**src/rtl/layer_result_serializer_pkg.sv**
```systemverilog
// Shared constants, types and helpers for the layer result serializer.
// Node results are two's-complement and pass through the serializer untouched.
package nn_pkg;

  localparam int DW      = 8;
  localparam int N_NODES = 16;
  localparam int IDX_W   = $clog2(N_NODES);
  localparam int CNT_W   = $clog2(N_NODES) + 1;
  localparam int NACT_W  = 5;

  typedef logic signed [DW-1:0] act_t;
  typedef logic [CNT_W-1:0]     cnt_t;

  typedef enum logic {
    IDLE,
    STREAM
  } ser_state_t;

  // A capture is only meaningful for 1..N_NODES nodes.
  function automatic logic count_ok(input logic [NACT_W-1:0] n);
    return (n != '0) && (int'(n) <= N_NODES);
  endfunction

endpackage

```
**src/rtl/layer_result_serializer_if.sv**
```systemverilog
// Capture bus from the array plus the serial element stream to the next layer.
// master = layer controller / stream consumer, slave = the serializer.
interface layer_result_serializer_if;
  import nn_pkg::*;

  logic                      capture;
  logic [N_NODES*DW-1:0]     results;
  logic [NACT_W-1:0]         n_active;
  act_t                      x_data;
  logic                      x_valid;
  logic                      x_ready;
  logic                      x_last;
  logic                      busy;
  logic                      overrun;

  modport master (
    output capture, results, n_active, x_ready,
    input  x_data, x_valid, x_last, busy, overrun
  );

  modport slave (
    input  capture, results, n_active, x_ready,
    output x_data, x_valid, x_last, busy, overrun
  );

endinterface

```
**src/rtl/layer_result_serializer.sv**
```systemverilog
// Latches one layer's parallel node results and replays them as a handshaked
// serial stream; a capture on the final handshake chains the next layer with no bubble.
module layer_result_serializer
  import nn_pkg::*;
(
  input  logic                      clk,
  input  logic                      reset,
  layer_result_serializer_if.slave  io
);

  ser_state_t state_q, state_d;
  act_t       buf_q [N_NODES];
  act_t       buf_d [N_NODES];
  cnt_t       idx_q, idx_d;
  cnt_t       cnt_q, cnt_d;
  act_t       x_data_q, x_data_d;
  logic       x_valid_q, x_valid_d;
  logic       x_last_q, x_last_d;
  logic       busy_q, busy_d;
  logic       overrun_q, overrun_d;
  logic       hs;
  logic       cap_ok;
  logic       load;

  always_comb begin
    hs        = x_valid_q && io.x_ready;
    cap_ok    = io.capture && count_ok(io.n_active);
    state_d   = state_q;
    buf_d     = buf_q;
    idx_d     = idx_q;
    cnt_d     = cnt_q;
    overrun_d = 1'b0;
    load      = 1'b0;

    unique case (state_q)
      IDLE: begin
        if (cap_ok) begin
          load = 1'b1;
        end else begin
          overrun_d = io.capture;
        end
      end
      STREAM: begin
        // Only the final handshake frees the buffer for a new capture.
        if (hs && x_last_q) begin
          if (cap_ok) begin
            load = 1'b1;
          end else begin
            state_d   = IDLE;
            overrun_d = io.capture;
          end
        end else begin
          overrun_d = io.capture;
          if (hs) begin
            idx_d = idx_q + cnt_t'(1);
          end
        end
      end
      default: state_d = IDLE;
    endcase

    if (load) begin
      for (int i = 0; i < N_NODES; i++) begin
        buf_d[i] = act_t'(io.results[i*DW +: DW]);
      end
      cnt_d   = cnt_t'(io.n_active);
      idx_d   = '0;
      state_d = STREAM;
    end

    // Outputs are registered from the next-state view so they line up with state_q.
    x_valid_d = (state_d == STREAM);
    busy_d    = (state_d == STREAM);
    x_last_d  = (state_d == STREAM) && (idx_d == cnt_d - cnt_t'(1));
    x_data_d  = buf_d[idx_d[IDX_W-1:0]];
  end

  always_ff @(posedge clk or posedge reset) begin
    if (reset) begin
      state_q   <= IDLE;
      buf_q     <= '{default: '0};
      idx_q     <= '0;
      cnt_q     <= '0;
      x_data_q  <= '0;
      x_valid_q <= 1'b0;
      x_last_q  <= 1'b0;
      busy_q    <= 1'b0;
      overrun_q <= 1'b0;
    end else begin
      state_q   <= state_d;
      buf_q     <= buf_d;
      idx_q     <= idx_d;
      cnt_q     <= cnt_d;
      x_data_q  <= x_data_d;
      x_valid_q <= x_valid_d;
      x_last_q  <= x_last_d;
      busy_q    <= busy_d;
      overrun_q <= overrun_d;
    end
  end

  assign io.x_data  = x_data_q;
  assign io.x_valid = x_valid_q;
  assign io.x_last  = x_last_q;
  assign io.busy    = busy_q;
  assign io.overrun = overrun_q;

endmodule

```
**src/flat_wrapper.sv**
```systemverilog
// flat-port wrapper written by rule: the top's interface ports become plain ports
module layer_result_serializer_flat import nn_pkg::*;
  (clk, reset, io_capture, io_results, io_n_active, io_x_ready, io_x_data, io_x_valid, io_x_last, io_busy, io_overrun);
  layer_result_serializer_if io_i ();
  input  logic clk;
  input  logic reset;
  input wire logic [$bits(io_i.capture)-1:0] io_capture;
  input wire logic [$bits(io_i.results)-1:0] io_results;
  input wire logic [$bits(io_i.n_active)-1:0] io_n_active;
  input wire logic [$bits(io_i.x_ready)-1:0] io_x_ready;
  output wire logic [$bits(io_i.x_data)-1:0] io_x_data;
  output wire logic [$bits(io_i.x_valid)-1:0] io_x_valid;
  output wire logic [$bits(io_i.x_last)-1:0] io_x_last;
  output wire logic [$bits(io_i.busy)-1:0] io_busy;
  output wire logic [$bits(io_i.overrun)-1:0] io_overrun;
  assign io_i.capture = io_capture;
  assign io_i.results = io_results;
  assign io_i.n_active = io_n_active;
  assign io_i.x_ready = io_x_ready;
  assign io_x_data = io_i.x_data;
  assign io_x_valid = io_i.x_valid;
  assign io_x_last = io_i.x_last;
  assign io_busy = io_i.busy;
  assign io_overrun = io_i.overrun;
  layer_result_serializer u_core (.clk(clk), .reset(reset), .io(io_i));
endmodule
```
**config.mk**
```make
export PLATFORM = sky130hd
export DESIGN_NAME = layer_result_serializer_flat
export DESIGN_NICKNAME = d
export VERILOG_FILES = /design/src/rtl/layer_result_serializer_pkg.sv /design/src/rtl/layer_result_serializer_if.sv /design/src/rtl/layer_result_serializer.sv /design/src/flat_wrapper.sv
export SDC_FILE = /design/constraint.sdc
export NUM_CORES = 1
export LEC_CHECK = 0
export ABC_AREA = 1
export BUFFER_PORTS_ARGS = -buffer_cell sky130_fd_sc_hd__buf_2
export CAP_MARGIN = 25
export CORE_MARGIN = 4
export CORE_UTILIZATION = 55
export DETAILED_ROUTE_END_ITERATION = 10
export PLACE_DENSITY = 0.8
export SKIP_CTS_REPAIR_TIMING = 1
export SLEW_MARGIN = 30
export SYNTH_ARGS = -nofsm -noshare
export SYNTH_HDL_FRONTEND = slang
export SYNTH_SLANG_ARGS = --single-unit
```
**constraint.sdc**
```tcl
create_clock -name clk -period 9.5 [get_ports clk]
set_input_delay 0.475 -clock clk [delete_from_list [all_inputs] [get_ports clk]]
set_output_delay 0.475 -clock clk [all_outputs]
set_load 0.02 [all_outputs]
```
# After elaboration in Yosys (flattened, before gate mapping)
# Cells that the tools add are included.
[totals] in_bits=137 reg_bits=149 elab_cells=53
[classes] n_lt_le_gt_ge=2 n_eq_ne=1 reduce_logical=6 muxes=18 addsub=2 n_bitwise=2
[ops] operator="$mux W128" count=1
[ops] operator="$bmux W8 S4" count=1
[ops] operator="$mux W5" count=5
[ops] operator="$mux W8" count=2
[ops] operator="$mux W1" count=7
[ops] operator="$add A5 B1 Y5 const B" count=1
[ops] operator="$eq A5 B5 Y1" count=1
[ops] operator="$ge A5 B5 Y1 const B" count=1
[ops] operator="$le A5 B5 Y1 const B" count=1
[ops] operator="$logic_and A1 B1 Y1" count=5
[ops] operator="$not A4 Y5" count=1
[ops] operator="$reduce_bool A5 Y1" count=1
[ops] operator="$sub A5 B1 Y5 const B" count=1
[ops] operator="$pmux W1 S2" count=2
[ops] operator="$not A1 Y1" count=1

# Depth between registers and ports, before layout
# Gate-level depths: netlist of the first run.
[logic_depth] word_depth=11 mapped_depth=17 mapped_depth_nobuf=16

# Worst setup path after synthesis of the first run
# Ideal clock, no wire load.
[synth_path] kind="input to register" start="input io_n_active[0]" end="register u_core.x_last_q (netlist: u_core.io.x_last)" stages=16 n_path_buf=1 setup_slack_ps=7488 arrival_time_ps=1940 required_ps=9429 cell_sequence="nor2_2 -> nand2_1 -> nand2_2 -> nand3_2 -> nor2_4 -> buf_6 -> o21ai_2 -> ha_1 -> inv_1 -> nand2_1 -> nand2_1 -> a21oi_1 -> nand2_1 -> nor2_1 -> nand2_1 -> nor2_1"
[synth_between] elab_chain_cells=10 elab_cells_between_ends=15 cone_classes="1 x add/sub; 1 x order compare; 1 x eq/ne; 8 x mux; 4 x reduce/logical"
[synth_lines] element="start, declared" line_no="flat_wrapper.sv:9" source="input wire logic [$bits(io_i.n_active)-1:0] io_n_active;"
[synth_lines] element="$le A5 B5 Y1 / $reduce_bool A5 Y1 (equally long branches)" line_no="layer_result_serializer_pkg.sv:21" source="return (n != '0) && (int'(n) <= N_NODES);"
[synth_lines] element="$logic_and A1 B1 Y1" line_no="layer_result_serializer_pkg.sv:21"
[synth_lines] element="$logic_and A1 B1 Y1" line_no="layer_result_serializer.sv:27" source="cap_ok = io.capture && count_ok(io.n_active);"
[synth_lines] element="$mux W1" line_no="layer_result_serializer.sv:37, layer_result_serializer.sv:46"
[synth_lines] element="$mux W1" line_no="layer_result_serializer.sv:45" source="if (hs && x_last_q) begin"
[synth_lines] element="$pmux W1 S2" line_no="layer_result_serializer.sv:35" source="unique case (state_q)"
[synth_lines] element="$mux W5" line_no="layer_result_serializer.sv:62" source="if (load) begin"
[synth_lines] element="$sub A5 B1 Y5" line_no="layer_result_serializer.sv:74" source="x_last_d = (state_d == STREAM) && (idx_d == cnt_d - cnt_t'(1));"
[synth_lines] element="$eq A5 B5 Y1" line_no="layer_result_serializer.sv:74"
[synth_lines] element="$logic_and A1 B1 Y1 *" line_no="layer_result_serializer.sv:74"
[synth_lines] element="named net u_core.x_last_d" line_no="layer_result_serializer.sv:18" source="logic x_last_q, x_last_d;"
[synth_lines] element="end signal, assigned" line_no="layer_result_serializer.sv:96" source="x_last_q <= x_last_d;"
[synth_lines] element="end, declared" line_no="layer_result_serializer.sv:18"
# The timed path passes the listed nets; every way through them passes the cells marked *.

# Worst setup path in the final report of the first run
[layout_path] start="register u_core.x_last_q (netlist: u_core.io.x_last)" end="register u_core.x_data_q[3] (netlist: u_core.io.x_data[3])"
[layout_between] elab_chain_cells=8 elab_cells_between_ends=11 cone_classes="9 x mux; 1 x bitwise; 1 x reduce/logical"
[layout_lines] element="$logic_and A1 B1 Y1 *" line_no="layer_result_serializer.sv:45"
[layout_lines] element="$mux W1 / $mux W5 (equally long branches)" line_no="layer_result_serializer.sv:45"
[layout_lines] element="$pmux W1 S2 / $mux W5 (equally long branches)" line_no="layer_result_serializer.sv:35"
[layout_lines] element="$mux W5" line_no="layer_result_serializer.sv:62"
[layout_lines] element="$not A4 Y5 (not written as such)" line_no="layer_result_serializer.sv:75" source="x_data_d = buf_d[idx_d[IDX_W-1:0]];"
[layout_lines] element="$bmux W8 S4 *" line_no="layer_result_serializer.sv:75"
[layout_lines] element="$mux W8 (not written as such) * (2 in a row)" line_no="layer_result_serializer.sv:75"
[layout_lines] element="named net u_core.x_data_d[3]" line_no="layer_result_serializer.sv:16" source="act_t x_data_q, x_data_d;"
[layout_lines] element="end signal, assigned" line_no="layer_result_serializer.sv:94" source="x_data_q <= x_data_d;"
[layout_lines] element="end, declared" line_no="layer_result_serializer.sv:16"
# The timed path passes the listed nets; every way through them passes the cells marked *. The select of a mux whose other input is x is not followed.

==> flow_summary.ini, run 1 <==
[cts]
cts_max_level = 4
path_clk_slew_ns = 0.06
cts_tree = yes
clock-root-buffer = clkbuf_16
cts.sinks = 149
clock_path_buffers = 2
worstSkewPairLatency_ns = 0.43
cts_inserted_buffers = 17

[routing]
wl_per_cell_um = 15.2
ant_nets = 0
dr_total_vias = 6895
drt_wl_total_mm = 20.4
via_per_inst = 5.15
drt_iter0_markers = 554
drc = 0
dr.pass1.iters = 5

[logic_synthesis]
synthDistinctLibCells = 24
synth.cell_area_um2 = 7560
syn_nets = 1170
ys_ff_latch = 149
synth-warning-count = 0
synth-main-ff-cell = dfrtp_1
avgSynthCellArea_um2 = 7.33
syn_inst = 1031
async_reset_ff_frac = 1.00
synth_edf_count = 0
yosysSeqAreaShare = 0.493

[floorplanning]
die_x_um = 125
die_h_um = 125
die_area_um2 = 15700
rows = 42
pin_count = 149
core_area_um2 = 13300
initial_core_util = 0.566

[timing]
fin_skew_ns = 0.00763
final-setup-viol-count = 0
fmax_mhz = 286
finalCritPeriodShare = 0.368
hold-worst-slack_ns = 0.207
drv_slew = 0
setup_tns_ns = 0
hold_viol_final = 0
worst_pin_slew_ns = 0.841
rsz0062_at_grt = no
fin_crit_ns = 3.49
maxSlewHeadroom = 0.439

[cells_and_area]
diodes = 0
final_layout_size_suffix_gt1_frac = 0.174
fin_nets = 1292
fin_cells = 1340
synthToLayoutAreaGrowth_pct = 17.3

[setup_path]
cp-start-kind = register
crit_arrival_ns = 3.86
path_max_fanout = 86
rrSetupSlack_ns = 6.01
end_kind = register
crit_required_ns = 9.87
worstSetupPathType = register to register

[grt]
globalRouteOverflowTotal = 0
grt_pass1_vias = 6713
antenna_found_initial = 0
track_usage = 0.265
grt_max_degree = 113
grt_pass1_wl_mm = 33.1

[power]
ir_worst_vdd_uv = 214
p_leak_nw = 5.08
power_density_nw_per_um2 = 389

[place]
place_hpwl_mm = 14.2
numPortBuffers = 148
dpl.cell_count = 1310
gp_congestion = 0.857

[worst_hold_path]
hp-class = input port to async pin

[run_status]
status = completed

[job]
cap_violations = 0
## sequential cells by signal (all words and copies together), names as in the netlist
register,flops
u_core.buf_q,128
u_core.io.x_data,8
u_core.cnt_q,5
u_core.idx_q,5
u_core.io.overrun,1
u_core.io.x_last,1
u_core.state_q,1
## synth_stat cells (2+ instances only)
master    instances  area, um2
nand2_1         398       1490
nand3_1         183        916
inv_1           161        604
dfrtp_1         149       3730
o21ai_0          31        155
buf_2            27        135
o21ai_1          25        125
buf_4            17        128
nor2_1            8       30.0
clkbuf_1          6       22.5
inv_2             5       18.8
nand2_2           3       18.8
buf_6             2       22.5
ha_1              2       25.0
nand3_2           2       20.0
nor2_2            2       12.5
o21ai_2           2       17.5
xor2_1            2       17.5
## cells in the final DEF, fill, tap and decap left out, drive strengths merged
cell,count
clkbuf,20
nor2,11
ha,2
buf,155
clkinvlp,1
inv,166
o21ai,58
xor2,2
or2,1
nand4,2
clkinv,6
dfrtp,149
bufinv,3
nand3,186
a21oi,1
nand2,401
## where the power goes
| group | switching [mW] | internal [mW] | total [mW] |
|---|---|---|---|
| clock | 0.255 | 0.421 | 0.677 |
| combinational | 1.19 | 0.557 | 1.75 |
| sequential | 0.0934 | 0.931 | 1.02 |
| total | 1.54 | 1.91 | 3.45 |
## worst max-delay path: stages (launching register included)
cell and delay [ns]:
dfrtp_1 0.39, nand2_1 0.07, nand2_1 0.14, nand4_4 0.13, buf_4 0.67, buf_4 0.70, nand2_1 0.18, inv_2 0.50
nand3_1 0.25, nand3_1 0.20, nand3_1 0.09, nand2_1 0.06
## through the flow
stage	utilization	power [mW]	instance area [um2]	worst slack, ns
after detailed placement	0.620	2.75	8280	5.80
after global placement	0.620	2.70	8270	5.87
final	0.664	3.45	8860	6.01
after global routing	0.664	3.72	8860	5.70
after floorplan	-	2.33	7560	5.02
after CTS	0.664	3.44	8860	6.05
## logic make-up after synthesis
logic type	share of synthesized area
buffers and inverters	0.123
AO/OA/AOI/OAI	0.0401
adder cells (fa/ha/maj)	0.00331
AND/OR/NAND/NOR	0.338
XOR/XNOR	0.00232
flip-flops	0.493
## area by class of cell
type,instances,area (um2)
clock buffer,20,457
clock inverter,10,131
fill,1195,4480
inverter,166,628
multi-input combinational,664,2900
sequential,149,3730
tap,176,220
timing repair buffer,155,797
## worst paths after layout
check                                                 start                             to  cells past startpoint
worst max-delay path             u_core.io.x_last$_DFF_PP0_  u_core.io.x_data[3]$_DFF_PP0_                     11
worst min-delay path                                  reset     u_core.buf_q[33]$_DFF_PP0_                      2
worst max register to register   u_core.io.x_last$_DFF_PP0_  u_core.io.x_data[3]$_DFF_PP0_                     11
worst min register to register  u_core.buf_q[120]$_DFF_PP0_    u_core.buf_q[120]$_DFF_PP0_                      2
max in group asynchronous                             reset  u_core.io.x_data[1]$_DFF_PP0_                      3
min in group clk                            io_results[118]     u_core.buf_q[14]$_DFF_PP0_                      3
## metal layers
layer,GRT usage,up-vias,part of all wire
li1,-,3407,-
met1,0.357,3171,0.42
met2,0.410,263,0.47
met3,0.0597,54,0.070
met4,0.122,0,0.038
met5,0,-,0
Note: power is estimated with default switching activity, not from simulation.
==> inputs of run 2 (changes only) <==
--- a/config.mk
+++ b/config.mk
@@ -5,13 +5,13 @@
 export SDC_FILE = /design/constraint.sdc
 export NUM_CORES = 1
 export LEC_CHECK = 0
-export ABC_AREA = 1
+export ABC_AREA = 0
 export BUFFER_PORTS_ARGS = -buffer_cell sky130_fd_sc_hd__buf_2
 export CAP_MARGIN = 25
 export CORE_MARGIN = 4
-export CORE_UTILIZATION = 55
+export CORE_UTILIZATION = 50
 export DETAILED_ROUTE_END_ITERATION = 10
-export PLACE_DENSITY = 0.8
+export PLACE_DENSITY = 0.77
 export SKIP_CTS_REPAIR_TIMING = 1
 export SLEW_MARGIN = 30
 export SYNTH_ARGS = -nofsm -noshare
==> constraint.sdc (replaced) <==
create_clock -name clk -period 2.9 [get_ports clk]
set_input_delay 0.145 -clock clk [delete_from_list [all_inputs] [get_ports clk]]
set_output_delay 0.145 -clock clk [all_outputs]
set_load 0.02 [all_outputs]
==> run 2 against run 1 <==
Non-clock buffer count increased by 137. Routed wire length increased by 13%. Die area increased by 5.3%. The run now ends with hold timing left.
==> flow_summary.ini, run 2 <==
[place]
gp_congestion = 0.932
place_hpwl_mm = 13.0
numPortBuffers = 148

[setup_path]
worstSetupPathType = register to register
startpoint = u_core.state_q$_DFF_PP0_
path_buf_inv = 1
r2r_end = u_core.io.x_data[4]$_DFF_PP0_
r2r_cells = 7
crit_arrival_ns = 2.95
critPathTopFamily = buffers and inverters
cp_slowest_cell = buf_4
cp-start-kind = register
crit_required_ns = 3.20
worstPathCellList = a21boi_0 > nor2_2 > nand2_4 > buf_4 > nand3_1 > a21oi_1 > nor4_1
path_max_fanout = 92
endpoint = u_core.io.x_data[4]$_DFF_PP0_
slowest_delay_ns = 0.71
end_kind = register
r2r_start = u_core.state_q$_DFF_PP0_
rrSetupSlack_ns = 0.25
path_depth = 7

[power]
ir_worst_vdd_uv = 533
power_density_nw_per_um2 = 1060
p_total_mw = 10.7
p_leak_nw = 5.22

[logic_synthesis]
yosys-top-cells-area = dfrtp_1, nand2_1, mux2i_1
yosysTopAreaCellShare = 0.514
yosysSeqAreaShare = 0.514
syn_nets = 999
synthDistinctLibCells = 55
synth-warning-count = 0
ys_ff_latch = 149
yosys.area.top_type = dfrtp_1
avgSynthCellArea_um2 = 8.44
synth_common_cells = nand2_1, dfrtp_1, nand3_1, buf_2, mux2i_1
post-synth-top-count-cell = nand2_1
async_reset_ff_frac = 1.00
synth-main-ff-cell = dfrtp_1
synth_edf_count = 0
synth.cell_area_um2 = 7260
syn_inst = 860

[cells_and_area]
fin_nets = 1260
layout_common_cells = nand2_1, dfrtp_1, buf_2, dlygate4sd3_1, nand3_1
final_common_cell = nand2_1
largest_reg_flops = 128
final_util = 0.723
largest_register = u_core.buf_q
final_layout_size_suffix_gt1_frac = 0.193
synthToLayoutAreaGrowth_pct = 39.9

[timing]
hold_viol_final = 52
hold-worst-slack_ns = -0.0768
rsz0062_at_grt = no
drv_slew = 0
fmax_mhz = 377
worst_pin_slew_ns = 0.937
final-setup-viol-count = 0
maxSlewHeadroom = 0.375
fin_crit_ns = 2.65
finalCritPeriodShare = 0.914
fin_skew_ns = 0.00626
setup_tns_ns = 0

[cts]
cts_max_level = 4
clock-root-buffer = clkbuf_16
path_clk_slew_ns = 0.06
cts_tree = yes
clock_path_buffers = 2
cts.sinks = 149
cts_inserted_buffers = 17
worstSkewPairLatency_ns = 0.42

[floorplanning]
die_x_um = 128
pin_count = 149
die_h_um = 128
initial_core_util = 0.517
core_area_um2 = 14000
rows = 43
die_area_um2 = 16500

[routing]
drt_iter0_markers = 807
ant_nets = 0
wl_met3_mm = 1.57
drc = 0
dr_total_vias = 7133
route.met2.wl_mm = 11.5
dr.pass1.iters = 5
highest_layer = met4
via_per_inst = 5.42
m1WireLength_mm = 9.00
drt_wl_total_mm = 23.0
wl_per_cell_um = 17.5

[grt]
grt_pass1_vias = 6280
track_usage = 0.237
antenna_found_initial = 2
grt_pass1_wl_mm = 30.9
globalRouteOverflowTotal = 0
grt_max_degree = 150

[job]
cap_violations = 0

[worst_hold_path]
hp-class = input port to async pin

[run_status]
violations = hold timing
status = finished with violations
## run 2: cell count changes in the layout (fill, tap and decap cells not counted), moves of 6 or more
cell           delta
a21oi_1          +19
o32ai_1           +6
inv_1           -148
dlygate4sd3_1   +125
o21ai_1          -24
nand2_1          +46
o21ai_0          -22
o211ai_1         +11
buf_4            +10
nand3_1         -144
mux2i_1          +29
## run 2: layout make-up
type | instances | area, um2
fillers | 989 | 3880
flip-flops and latches | 149 | 3730
multi-input cells | 648 | 3290
repair buffers | 292 | 2170
clock buffers | 20 | 457
clock inverters | 12 | 225
well taps | 180 | 225
inverters | 13 | 52.6
diodes | 3 | 7.51
## run 2: worst min-delay path by stage
stage / slack, ns / endpoint / from / cells after the start
6_report: -0.08 / u_core.buf_q[84]$_DFF_PP0_ / reset / 3
3_5_place_dp: 0.34 / u_core.buf_q[14]$_DFF_PP0_ / io_results[118] / 3
5_1_grt: -0.01 / u_core.buf_q[123]$_DFF_PP0_ / io_results[3] / 3
2_1_floorplan: 0.25 / u_core.buf_q[0]$_DFF_PP0_ / io_results[120] / 2
3_3_place_gp: 0.34 / u_core.buf_q[41]$_DFF_PP0_ / io_results[81] / 3
4_1_cts: -0.1 / u_core.buf_q[22]$_DFF_PP0_ / io_results[110] / 3
## run 2: logic make-up after synthesis
logic type | count (synthesis) | synth area share
and+or+nand+nor | 521 | 0.289
muxes | 38 | 0.0584
xor gates and xnor gates | 12 | 0.0238
adders and majority gates | 2 | 0.00345
buffers and inverters | 63 | 0.0395
DFF | 149 | 0.514
AOI/OAI and AO/OA | 75 | 0.0721
## run 2: stage by stage
step	instance area, um2	std cells	setup WS (ns)
6_report	10200	1317	0.250
5_1_grt	10200	1316	0.0310
4_1_cts	8900	1189	0.228
3_5_place_dp	8210	1157	0.243
3_3_place_gp	8210	1157	0.316
2_1_floorplan	7260	860	0.0374
## run 2: metal layers
| layer | track usage | vias up |
|---|---|---|
| met4 | 0.0762 | 0 |
| met3 | 0.0548 | 79 |
| met1 | 0.317 | 3397 |
| met2 | 0.386 | 338 |
| li1 | - | 3319 |
| met5 | 0 | - |
## run 2: where the power goes
| part | internal, mW | switching (mW) |
|---|---|---|
| Combinational | 1.92 | 2.62 |
| Sequential | 3.06 | 0.624 |
| Clock | 1.66 | 0.867 |
| Total | 6.64 | 4.11 |
## run 2: worst min-delay path, stage by stage
cell	delay, ns
buf_2	0.11
clkinvlp_4	0.07
buf_12	0.50
==> inputs of run 3 (changes only) <==
--- a/config.mk
+++ b/config.mk
@@ -9,9 +9,9 @@
 export BUFFER_PORTS_ARGS = -buffer_cell sky130_fd_sc_hd__buf_2
 export CAP_MARGIN = 25
 export CORE_MARGIN = 4
-export CORE_UTILIZATION = 50
+export CORE_UTILIZATION = 55
 export DETAILED_ROUTE_END_ITERATION = 10
-export PLACE_DENSITY = 0.77
+export PLACE_DENSITY = 0.8
 export SKIP_CTS_REPAIR_TIMING = 1
 export SLEW_MARGIN = 30
 export SYNTH_ARGS = -nofsm -noshare
==> constraint.sdc (replaced) <==
create_clock -name clk -period 3.3 [get_ports clk]
set_input_delay 0.99 -clock clk [delete_from_list [all_inputs] [get_ports clk]]
set_output_delay 0.99 -clock clk [all_outputs]
set_load 0.02 [all_outputs]
==> run 3 against run 2 <==
The run now ends clean. Critical path depth up 5. Count of clock-buffer cells in the layout up 4. Clock power down 24%. Worst setup slack better by 0.087 ns. Die area down 8.5%. Utilization down 2.9 points. Sequential power down 12%. Hold slack better by 0.55 ns. Routed wire length down 18%. Critical path type is now input port to register. Sequential cell count unchanged. Cell count down 10%. Clock skew down 0.00084 ns.
==> flow_summary.ini, run 3 (synthesized netlist as in run 2, its figures left out) <==
[routing]
drt_wl_total_mm = 18.7
dr_total_vias = 6353
via_per_inst = 5.36
ant_nets = 0
wl_per_cell_um = 15.8
drt_iter0_markers = 618
drc = 0
dr.pass1.iters = 5

[place]
numPortBuffers = 148
placed_area_um2 = 8280
dpl.cell_count = 1153
place_hpwl_mm = 12.9
gp_congestion = 0.878
place_ws_ns = -0.0645

[timing]
setup_slack_ns = 0.337
worst_pin_slew_ns = 0.874
hold_viol_final = 0
drv_slew = 0
rsz0062_at_grt = no
hold-worst-slack_ns = 0.473
setup_tns_ns = 0
final-setup-viol-count = 0
fin_crit_ns = 2.96
maxSlewHeadroom = 0.417
finalCritPeriodShare = 0.898
fmax_mhz = 338
fin_skew_ns = 0.00543

[worst_hold_path]
hp-class = register to register
worstHoldStart = u_core.buf_q[83]$_DFF_PP0_

[setup_path]
crit_required_ns = 3.65
r2r_cells = 12
startpoint = io_n_active[1]
worstSetupPathType = input port to register
r2r_end = u_core.io.x_last$_DFF_PP0_
rrSetupSlack_ns = 0.72
r2r_start = u_core.state_q$_DFF_PP0_
path_max_fanout = 4
cp-start-kind = input port
end_kind = register
crit_arrival_ns = 3.31
endpoint = u_core.io.x_last$_DFF_PP0_

[floorplanning]
die_area_um2 = 15100
rows = 41
core_area_um2 = 12800
pin_count = 149
die_h_um = 123
initial_core_util = 0.568
die_x_um = 123

[cts]
cts_inserted_buffers = 17
cts.sinks = 149
cts_max_level = 4
worstSkewPairLatency_ns = 0.43
path_clk_slew_ns = 0.06
clock-root-buffer = clkbuf_16
cts_tree = yes
clock_path_buffers = 2

[job]
cap_violations = 0

[cells_and_area]
final_area_um2 = 8870
synthToLayoutAreaGrowth_pct = 22.3
final_layout_size_suffix_gt1_frac = 0.221
final_util = 0.695
layout_common_cells = nand2_1, dfrtp_1, buf_2, nand3_1, mux2i_1
fin_nets = 1139
diodes = 0
fin_cells = 1185
final_common_cell = nand2_1
largest_register = u_core.buf_q
largest_reg_flops = 128

[grt]
antenna_found_initial = 0
globalRouteOverflowTotal = 0
track_usage = 0.259
grt_pass1_wl_mm = 30.0
grt_pass1_vias = 6116
grt_max_degree = 150

[run_status]
status = completed

[power]
p_total_mw = 8.96
p_leak_nw = 4.71
ir_worst_vdd_uv = 509
power_density_nw_per_um2 = 1010
clkPwrFrac = 0.216
internal-power_mw = 5.55
p_sw_mw = 3.41
p_sw_frac = 0.381
p_comb_frac = 0.424
seqPwrFrac = 0.360
-- run 3: changes by cell type in the layout (fill, tap and decap cells not counted), moves of 2 or more --
cell / change
dlygate4sd3_1: -125
clkinvlp_4: -2
bufinv_16: -4
clkbuf_8: +3
clkinv_2: +3
diode_2: -3
buf_12: +2
buf_4: +2
-- run 3: cell type report --
| cell class | count | area (um2) |
|---|---|---|
| Tap cell | 172 | 215 |
| Clock inverter | 8 | 96.3 |
| Sequential cell | 149 | 3730 |
| Multi-Input combinational cell | 648 | 3300 |
| Inverter | 13 | 52.6 |
| Clock buffer | 24 | 502 |
| Fill cell | 1049 | 3900 |
| Timing Repair Buffer | 171 | 976 |
-- run 3: worst max-delay path, cell delays in order --
cell and delay (ns):
buf_2 0.13, nor4_4 0.40, xnor2_2 0.16, nor2_4 0.12, mux2i_1 0.27, ha_2 0.23, inv_1 0.06, nor4_2 0.32
a21o_1 0.16, o211ai_1 0.07, mux2_2 0.28, o2bb2ai_1 0.12
-- run 3: worst min-delay path by stage --
stage	cells past startpoint	end	slack, ns
2_1_floorplan	2	u_core.buf_q[13]$_DFF_PP0_	0.44
3_3_place_gp	2	u_core.buf_q[47]$_DFF_PP0_	0.45
3_5_place_dp	2	u_core.buf_q[83]$_DFF_PP0_	0.46
4_1_cts	2	u_core.buf_q[124]$_DFF_PP0_	0.48
5_1_grt	2	u_core.buf_q[83]$_DFF_PP0_	0.49
6_report	2	u_core.buf_q[83]$_DFF_PP0_	0.47
-- run 3: routing by layer --
metal | routed length [um] | track usage
met4 | 393 | 0.104
met2 | 8980 | 0.405
met5 | 0 | 0
met3 | 1180 | 0.0581
met1 | 8190 | 0.352
-- run 3: power groups by stage --
stage / sequential, mW / combinational, mW / clock, mW
after floorplan: 3.13 / 2.66 / 0
after global placement: 3.20 / 3.68 / 0
after detailed placement: 3.22 / 3.76 / 0
after CTS: 3.21 / 3.80 / 1.94
after global routing: 3.31 / 4.25 / 2.03
final: 3.23 / 3.80 / 1.93
